$ cat src/rtl/segasys1_sndcmd_pkg.sv
// Shared definitions for the sound-command mailbox.
//   state_e     : FSM encoding for presenting commands to the sound CPU.
//   *_LEN_DEF   : default NMI width, post-ack gap and retry timeout (CLK48M cycles).
//   cnt_width() : width of the shared down-counter, sized to the longest interval.
package segasys1_sndcmd_pkg;

   typedef enum logic [1:0] {
      ST_IDLE   = 2'd0,
      ST_ASSERT = 2'd1,
      ST_WAIT   = 2'd2,
      ST_GAP    = 2'd3
   } state_e;

   localparam int unsigned NMI_LEN_DEF = 64;
   localparam int unsigned GAP_LEN_DEF = 32;
   localparam int unsigned TMO_LEN_DEF = 48000;

   // Bits needed to hold max(a, b, c) - 1, never less than one.
   function automatic int unsigned cnt_width(input int unsigned a, input int unsigned b,
                                             input int unsigned c);
      int unsigned m;
      m = a;
      if (b > m) m = b;
      if (c > m) m = c;
      return (m > 1) ? $clog2(m) : 1;
   endfunction

endpackage

$ cat src/rtl/segasys1_cmdfifo.sv
// 8-bit synchronous command FIFO, 2^DEPTH_LOG2 entries.
//   push_i/din_i : enqueue din_i (accepted when not full, or when full with a pop)
//   pop_i        : dequeue the head entry (ignored when empty)
//   head_o       : entry at the read pointer
//   count_o      : occupancy, 0..2^DEPTH_LOG2
//   full_o/empty_o : occupancy flags
module segasys1_cmdfifo #(
   parameter int unsigned DEPTH_LOG2 = 2
) (
   input  logic                  clk_i,
   input  logic                  rst_ni,
   input  logic                  push_i,
   input  logic                  pop_i,
   input  logic [7:0]            din_i,
   output logic [7:0]            head_o,
   output logic [DEPTH_LOG2:0]   count_o,
   output logic                  full_o,
   output logic                  empty_o
);

   localparam int unsigned Depth = 1 << DEPTH_LOG2;

   logic [7:0]            mem_q [Depth];
   logic [DEPTH_LOG2-1:0] wptr_q, rptr_q;
   logic [DEPTH_LOG2:0]   count_q, count_d;
   logic                  do_push, do_pop;

   // Occupancy never exceeds Depth, so the MSB alone marks full.
   assign full_o  = count_q[DEPTH_LOG2];
   assign empty_o = (count_q == '0);
   assign count_o = count_q;
   assign head_o  = mem_q[rptr_q];

   assign do_pop  = pop_i & ~empty_o;
   // A pop in the same cycle frees the slot, so a push into a full FIFO still lands.
   assign do_push = push_i & (~full_o | do_pop);

   always_comb begin
      count_d = count_q;
      unique case ({do_push, do_pop})
         2'b10:   count_d = count_q + 1'b1;
         2'b01:   count_d = count_q - 1'b1;
         default: count_d = count_q;
      endcase
   end

   always_ff @(posedge clk_i or negedge rst_ni) begin
      if (!rst_ni) begin
         wptr_q  <= '0;
         rptr_q  <= '0;
         count_q <= '0;
      end else begin
         if (do_push) wptr_q <= wptr_q + 1'b1;
         if (do_pop)  rptr_q <= rptr_q + 1'b1;
         count_q <= count_d;
      end
   end

   always_ff @(posedge clk_i) begin
      if (do_push) mem_q[wptr_q] <= din_i;
   end

endmodule

$ cat src/rtl/segasys1_sndcmd.sv
// Sound-command mailbox: main CPU -> FIFO -> sound CPU with NMI handshake.
//   CLK48M/RESETn : clock, async active-low reset
//   SNDRQ/SNDNO   : request (rising edge = one command) and command byte
//   SRD           : sound-CPU read strobe; rising edge acknowledges the presented command
//   SNMI          : NMI to the sound CPU, high for NMI_LEN cycles per (re)try
//   SCMD          : last command presented
//   SCNT          : FIFO occupancy
//   SOVF          : sticky overflow (push dropped on a full FIFO)
//   BUSY          : presenting or in the post-ack gap
module segasys1_sndcmd
   import segasys1_sndcmd_pkg::*;
#(
   parameter int unsigned DEPTH_LOG2 = 2,
   parameter int unsigned NMI_LEN    = NMI_LEN_DEF,
   parameter int unsigned GAP_LEN    = GAP_LEN_DEF,
   parameter int unsigned TMO_LEN    = TMO_LEN_DEF
) (
   input  logic                  CLK48M,
   input  logic                  RESETn,
   input  logic                  SNDRQ,
   input  logic [7:0]            SNDNO,
   input  logic                  SRD,
   output logic                  SNMI,
   output logic [7:0]            SCMD,
   output logic [DEPTH_LOG2:0]   SCNT,
   output logic                  SOVF,
   output logic                  BUSY
);

   localparam int unsigned CntW = cnt_width(NMI_LEN, GAP_LEN, TMO_LEN);
   localparam logic [CntW-1:0] NmiLoad = CntW'(NMI_LEN - 1);
   localparam logic [CntW-1:0] GapLoad = CntW'(GAP_LEN - 1);
   localparam logic [CntW-1:0] TmoLoad = CntW'(TMO_LEN - 1);

   state_e            state_q, state_d;
   logic [CntW-1:0]   cnt_q, cnt_d;
   logic [7:0]        scmd_q, scmd_d;
   logic              sovf_q, sovf_d;
   logic              rq_q, rd_q;
   logic              push, ack, pop;
   logic [7:0]        fifo_head;
   logic              fifo_full, fifo_empty;

   assign push = SNDRQ & ~rq_q;
   assign ack  = SRD & ~rd_q;

   segasys1_cmdfifo #(
      .DEPTH_LOG2 (DEPTH_LOG2)
   ) u_fifo (
      .clk_i   (CLK48M),
      .rst_ni  (RESETn),
      .push_i  (push),
      .pop_i   (pop),
      .din_i   (SNDNO),
      .head_o  (fifo_head),
      .count_o (SCNT),
      .full_o  (fifo_full),
      .empty_o (fifo_empty)
   );

   always_comb begin
      state_d = state_q;
      cnt_d   = cnt_q;
      scmd_d  = scmd_q;
      pop     = 1'b0;
      unique case (state_q)
         ST_IDLE: begin
            if (!fifo_empty) begin
               scmd_d  = fifo_head;
               cnt_d   = NmiLoad;
               state_d = ST_ASSERT;
            end
         end
         ST_ASSERT, ST_WAIT: begin
            if (ack) begin
               pop     = 1'b1;
               cnt_d   = GapLoad;
               state_d = ST_GAP;
            end else if (cnt_q == '0) begin
               // ASSERT times out into WAIT; WAIT times out into a retry of the same slot.
               cnt_d   = (state_q == ST_ASSERT) ? TmoLoad : NmiLoad;
               state_d = (state_q == ST_ASSERT) ? ST_WAIT : ST_ASSERT;
            end else begin
               cnt_d = cnt_q - 1'b1;
            end
         end
         ST_GAP: begin
            if (cnt_q == '0) state_d = ST_IDLE;
            else             cnt_d   = cnt_q - 1'b1;
         end
         default: state_d = ST_IDLE;
      endcase
   end

   assign sovf_d = sovf_q | (push & fifo_full & ~pop);

   always_ff @(posedge CLK48M or negedge RESETn) begin
      if (!RESETn) begin
         state_q <= ST_IDLE;
         cnt_q   <= '0;
         scmd_q  <= 8'h00;
         sovf_q  <= 1'b0;
         rq_q    <= 1'b0;
         rd_q    <= 1'b0;
      end else begin
         state_q <= state_d;
         cnt_q   <= cnt_d;
         scmd_q  <= scmd_d;
         sovf_q  <= sovf_d;
         rq_q    <= SNDRQ;
         rd_q    <= SRD;
      end
   end

   assign SNMI = (state_q == ST_ASSERT);
   assign BUSY = (state_q != ST_IDLE);
   assign SCMD = scmd_q;
   assign SOVF = sovf_q;

endmodule

$ cat config.mk
export PLATFORM = sky130hd
export DESIGN_NAME = segasys1_sndcmd
export DESIGN_NICKNAME = d
export VERILOG_FILES = /design/src/rtl/segasys1_sndcmd_pkg.sv /design/src/rtl/segasys1_cmdfifo.sv /design/src/rtl/segasys1_sndcmd.sv
export SDC_FILE = /design/constraint.sdc
export NUM_CORES = 1
export LEC_CHECK = 0
export ABC_AREA = 1
export CAP_MARGIN = 20
export CORE_MARGIN = 2
export CORE_UTILIZATION = 59
export CTS_BUF_LIST = sky130_fd_sc_hd__clkbuf_8
export DETAILED_ROUTE_END_ITERATION = 10
export DONT_BUFFER_PORTS = 1
export PLACE_DENSITY = 0.78
export SYNTH_ARGS = -nofsm -noshare
export SYNTH_HDL_FRONTEND = slang
export SYNTH_SLANG_ARGS = --single-unit
$ cat constraint.sdc
create_clock -name CLK48M -period 2.5 [get_ports CLK48M]
set_clock_uncertainty 0.1 [all_clocks]
set_input_delay 0.375 -clock CLK48M [delete_from_list [all_inputs] [get_ports CLK48M]]
set_output_delay 0.375 -clock CLK48M [all_outputs]
set_load 0.01 [all_outputs]
==> qor.csv <==
stage,metric,value,unit
status,outcome,"complete, no violations",
synth,Synth Register Bits,68,
synth,top post-synthesis cells by area,"edfxtp_1 (28%), dfrtp_1 (26%), nor2_1 (9.0%)",
hold_path,hold path startpoint,SNDNO[4],
sta,endpoints failing setup,0,
die,DIE WIDTH,80.2,µm
setup_path,critical path class,reg -> reg,
synth,Mapped Area,3430,µm²
pwr,Max VDD drop,796,µV
synth,top cell type's share of synthesized area,28.0,%
setup_path,worst reg2reg setup slack,140,ps
setup_path,Startpoint Class,flip-flop,
clock_network,clk slew on worst S/H paths,70,ps
route,Remaining DRCs,0,
pwr,Power Total,4.21,mW
layout,proportion of layout cells with a drive suffix above 1,14.9,%
clock_network,cts bufs inserted,9,
die,die area,6440,µm²
layout,area added between synthesis and finish,10.6,%
die,I/O pin cnt,26,
setup_path,CP arrival,2480,ps
pwr,PwrDens,1110,nW/µm²
grt,global-route wire length before repair,11.2,mm
sta,Max Slew Vio Count,0,
sta,Fmax,423,MHz
hold_path,HP Class,in -> reg,
die,Die Height,80.2,µm
route,vias per cell,5.39,
setup_path,CP endpoint kind,flip-flop,
sta,fin crit share,94.5,%
grt,vias in the first global route,2488,
setup_path,CP cell instances,inv_2 -> ha_2 -> nand2_2 -> nor2_2 -> ha_1 -> inv_1 -> fa_1 -> a21oi_1 -> o21ai_0 -> xnor2_1,
setup_path,Worst R2R End,u_fifo.count_o[2],
synth,Cell variety after synth,33,
die,# rows,27,
clock_network,later-pin clock latency in the skew report,340,ps
flow_run,Max-Cap Viols,0,
layout,nets,415,
route,DRT antenna net count,0,
grt,"Remaining Overflow, GRT",0,
die,Initial Util,61.5,%
synth,Synth Net Count,398,
sta,Max-slew headroom,67.4,%
synth,post-synthesis sequential area ratio,54.3,%
clock_network,CTS tree,built,
route,DRT iter0 DRCs,196,
setup_path,worst endpoint required time,2620,ps
setup_path,Bufs and invs on worst path,2,
setup_path,FF-to-FF Start,state_q[1],
route,drt wl/cell,14.4,µm
hold_path,Worst Hold Path EP,u_fifo.mem_q[1][4],
clock_network,root buf cell,clkbuf_8,
hold_path,WHS Path Cells,0,
sta,Fin Setup TNS,0,ps
grt,initial antenna violation count,0,
setup_path,Worst Path Max Fanout,5,
synth,Synth area leader,edfxtp_1,
setup_path,reg2reg path depth,10,
sta,min Tclk post-route,2360,ps
die,core area,5570,µm²
setup_path,Top Family by Delay on Critical Path,adder cells,
setup_path,Worst path max stage delay,390,ps
grt,GRT Total Usage,23.3,%
route,DRT Pass-1 Iters,4,
clock_network,Clock Sinks,68,
sta,Final Hold Viols,0,
synth,Cells after Synth,375,
sta,unrepaired setup endpoints after global routing,false,
placed_design,Final HPWL DP,4.63,mm
setup_path,slowest cell on the critical path,ha_2,
sta,worst slew pin tran,488,ps
synth,syn avg cell area,9.14,µm²
grt,pin count of the biggest net entering global routing,37,
pwr,LEAKAGE,1.67,nW
layout,Layout fillers,428,
route,Routed WL,6.78,mm
clock_network,CTS HTree Levels,3,
placed_design,gp weighted congestion,0.919,
clock_network,worst-case clock buffer depth,2,
route,Vias,2528,
synth,YS warnings,0,
placed_design,Port Buf Inserts,0,
layout,ant diodes,0,
power by group:
group | leakage (nW) | total [mW] | internal, mW | switching (mW)
registers | 0.721 | 1.68 | 1.42 | 0.255
clock network | 0.0926 | 0.871 | 0.455 | 0.416
logic | 0.859 | 1.67 | 0.584 | 1.08
cell families after synthesis:
| kind of cell | after synthesis | synth area share [%] |
|---|---|---|
| and+or+nand+nor | 196 | 26.1 |
| DFF | 68 | 54.3 |
| xor gates and xnor gates | 9 | 2.30 |
| adders and majority gates | 11 | 4.23 |
| AOI/OAI and AO/OA | 44 | 7.41 |
| buffers and inverters | 47 | 5.69 |
stage by stage:
stage / hold slack (ps) / util, % / instances / area, µm² / setup WS (ps)
after CTS: 16.2 / 67.8 / 468 / 3780 / 13.0
after detailed placement: -19.3 / 63.4 / 448 / 3540 / 21.7
final: 29.0 / 68.0 / 469 / 3790 / 138
after floorplan: -20.6 / - / 375 / 3430 / 102
after global placement: -19.6 / 63.4 / 448 / 3540 / 230
after global routing: 2.42 / 68.0 / 469 / 3790 / 22.8
final cells by class:
cell class,instances,area (µm²),share of cell area [%]
Clock buffer,9,124,3.27
Clock inverter,7,67.6,1.78
Multi-Input combinational cell,260,1380,36.4
Sequential cell,68,1860,49.1
Inverter,40,153,4.03
Tap cell,72,90.1,2.38
Timing Repair Buffer,13,118,3.10
registers in the layout, indices dropped and copies added, names as in the netlist:
name / cells
SCMD: 8
SOVF: 1
cnt_q: 16
rd_q: 1
rq_q: 1
state_q: 2
u_fifo.count_o: 3
u_fifo.mem_q: 32
u_fifo.rptr_q: 2
u_fifo.wptr_q: 2
worst max path at each step:
stage	from	endpoint	slack (ps)	cells after the start
final	state_q[1]	u_fifo.count_o[2]	140	10
after global routing	state_q[1]	u_fifo.count_o[2]	20	10
after CTS	state_q[0]	u_fifo.count_o[2]	10	10
after detailed placement	state_q[0]	u_fifo.count_o[2]	20	10
after global placement	state_q[0]	u_fifo.count_o[2]	230	10
after floorplan	state_q[0]	u_fifo.count_o[2]	100	11
Yosys cell counts:
cell and count:
o211ai_1 1, inv_4 1, xor2_1 7, nand3_4 1
nand2_4 2, buf_4 1, dfrtp_1 36, edfxtp_1 32
fa_1 1, nor3_1 2, o21ai_0 23, nand3_2 3
buf_6 1, nor2_2 6, inv_1 38, nand4_1 3
inv_2 1, nand2_2 6, xnor2_1 2, o21a_1 1
clkbuf_1 1, buf_2 4, ha_1 10, nand3_1 26
a31oi_1 8, nor2_4 3, a31o_2 1, nand4_2 1
a21oi_1 6, nor3_2 1, nand2_1 60, o21ai_2 4
nor2_1 82
layer usage:
metal | track usage (%) | share of wire (%) | vias to the layer above
li1 | - | - | 1254
met1 | 29.9 | 45 | 1191
met2 | 36.9 | 48 | 72
met3 | 7.30 | 6.1 | 11
met4 | 9.49 | 1.3 | 0
met5 | 0 | 0 | -
timing repair:
item                                    4_1_cts  5_1_grt
endpoints found under the hold margin        38        0
endpoints found under the setup margin        0        1
resized for setup                             0        4
hold buffers                                  4        0
setup buffers                                 0        1
placed cells by master (no fill, tap or decap), types with 4 or more instances in the layout:
master    instances
a21oi_1           6
a31oi_1           8
buf_4             9
clkbuf_8          9
dfrtp_1          36
edfxtp_1         32
ha_1              9
inv_1            37
nand2_1          59
nand2_2           7
nand3_1          26
nor2_1           81
nor2_2            7
o21ai_0          23
o21ai_2           4
xor2_1            7
(Power assumes the default switching activity.)
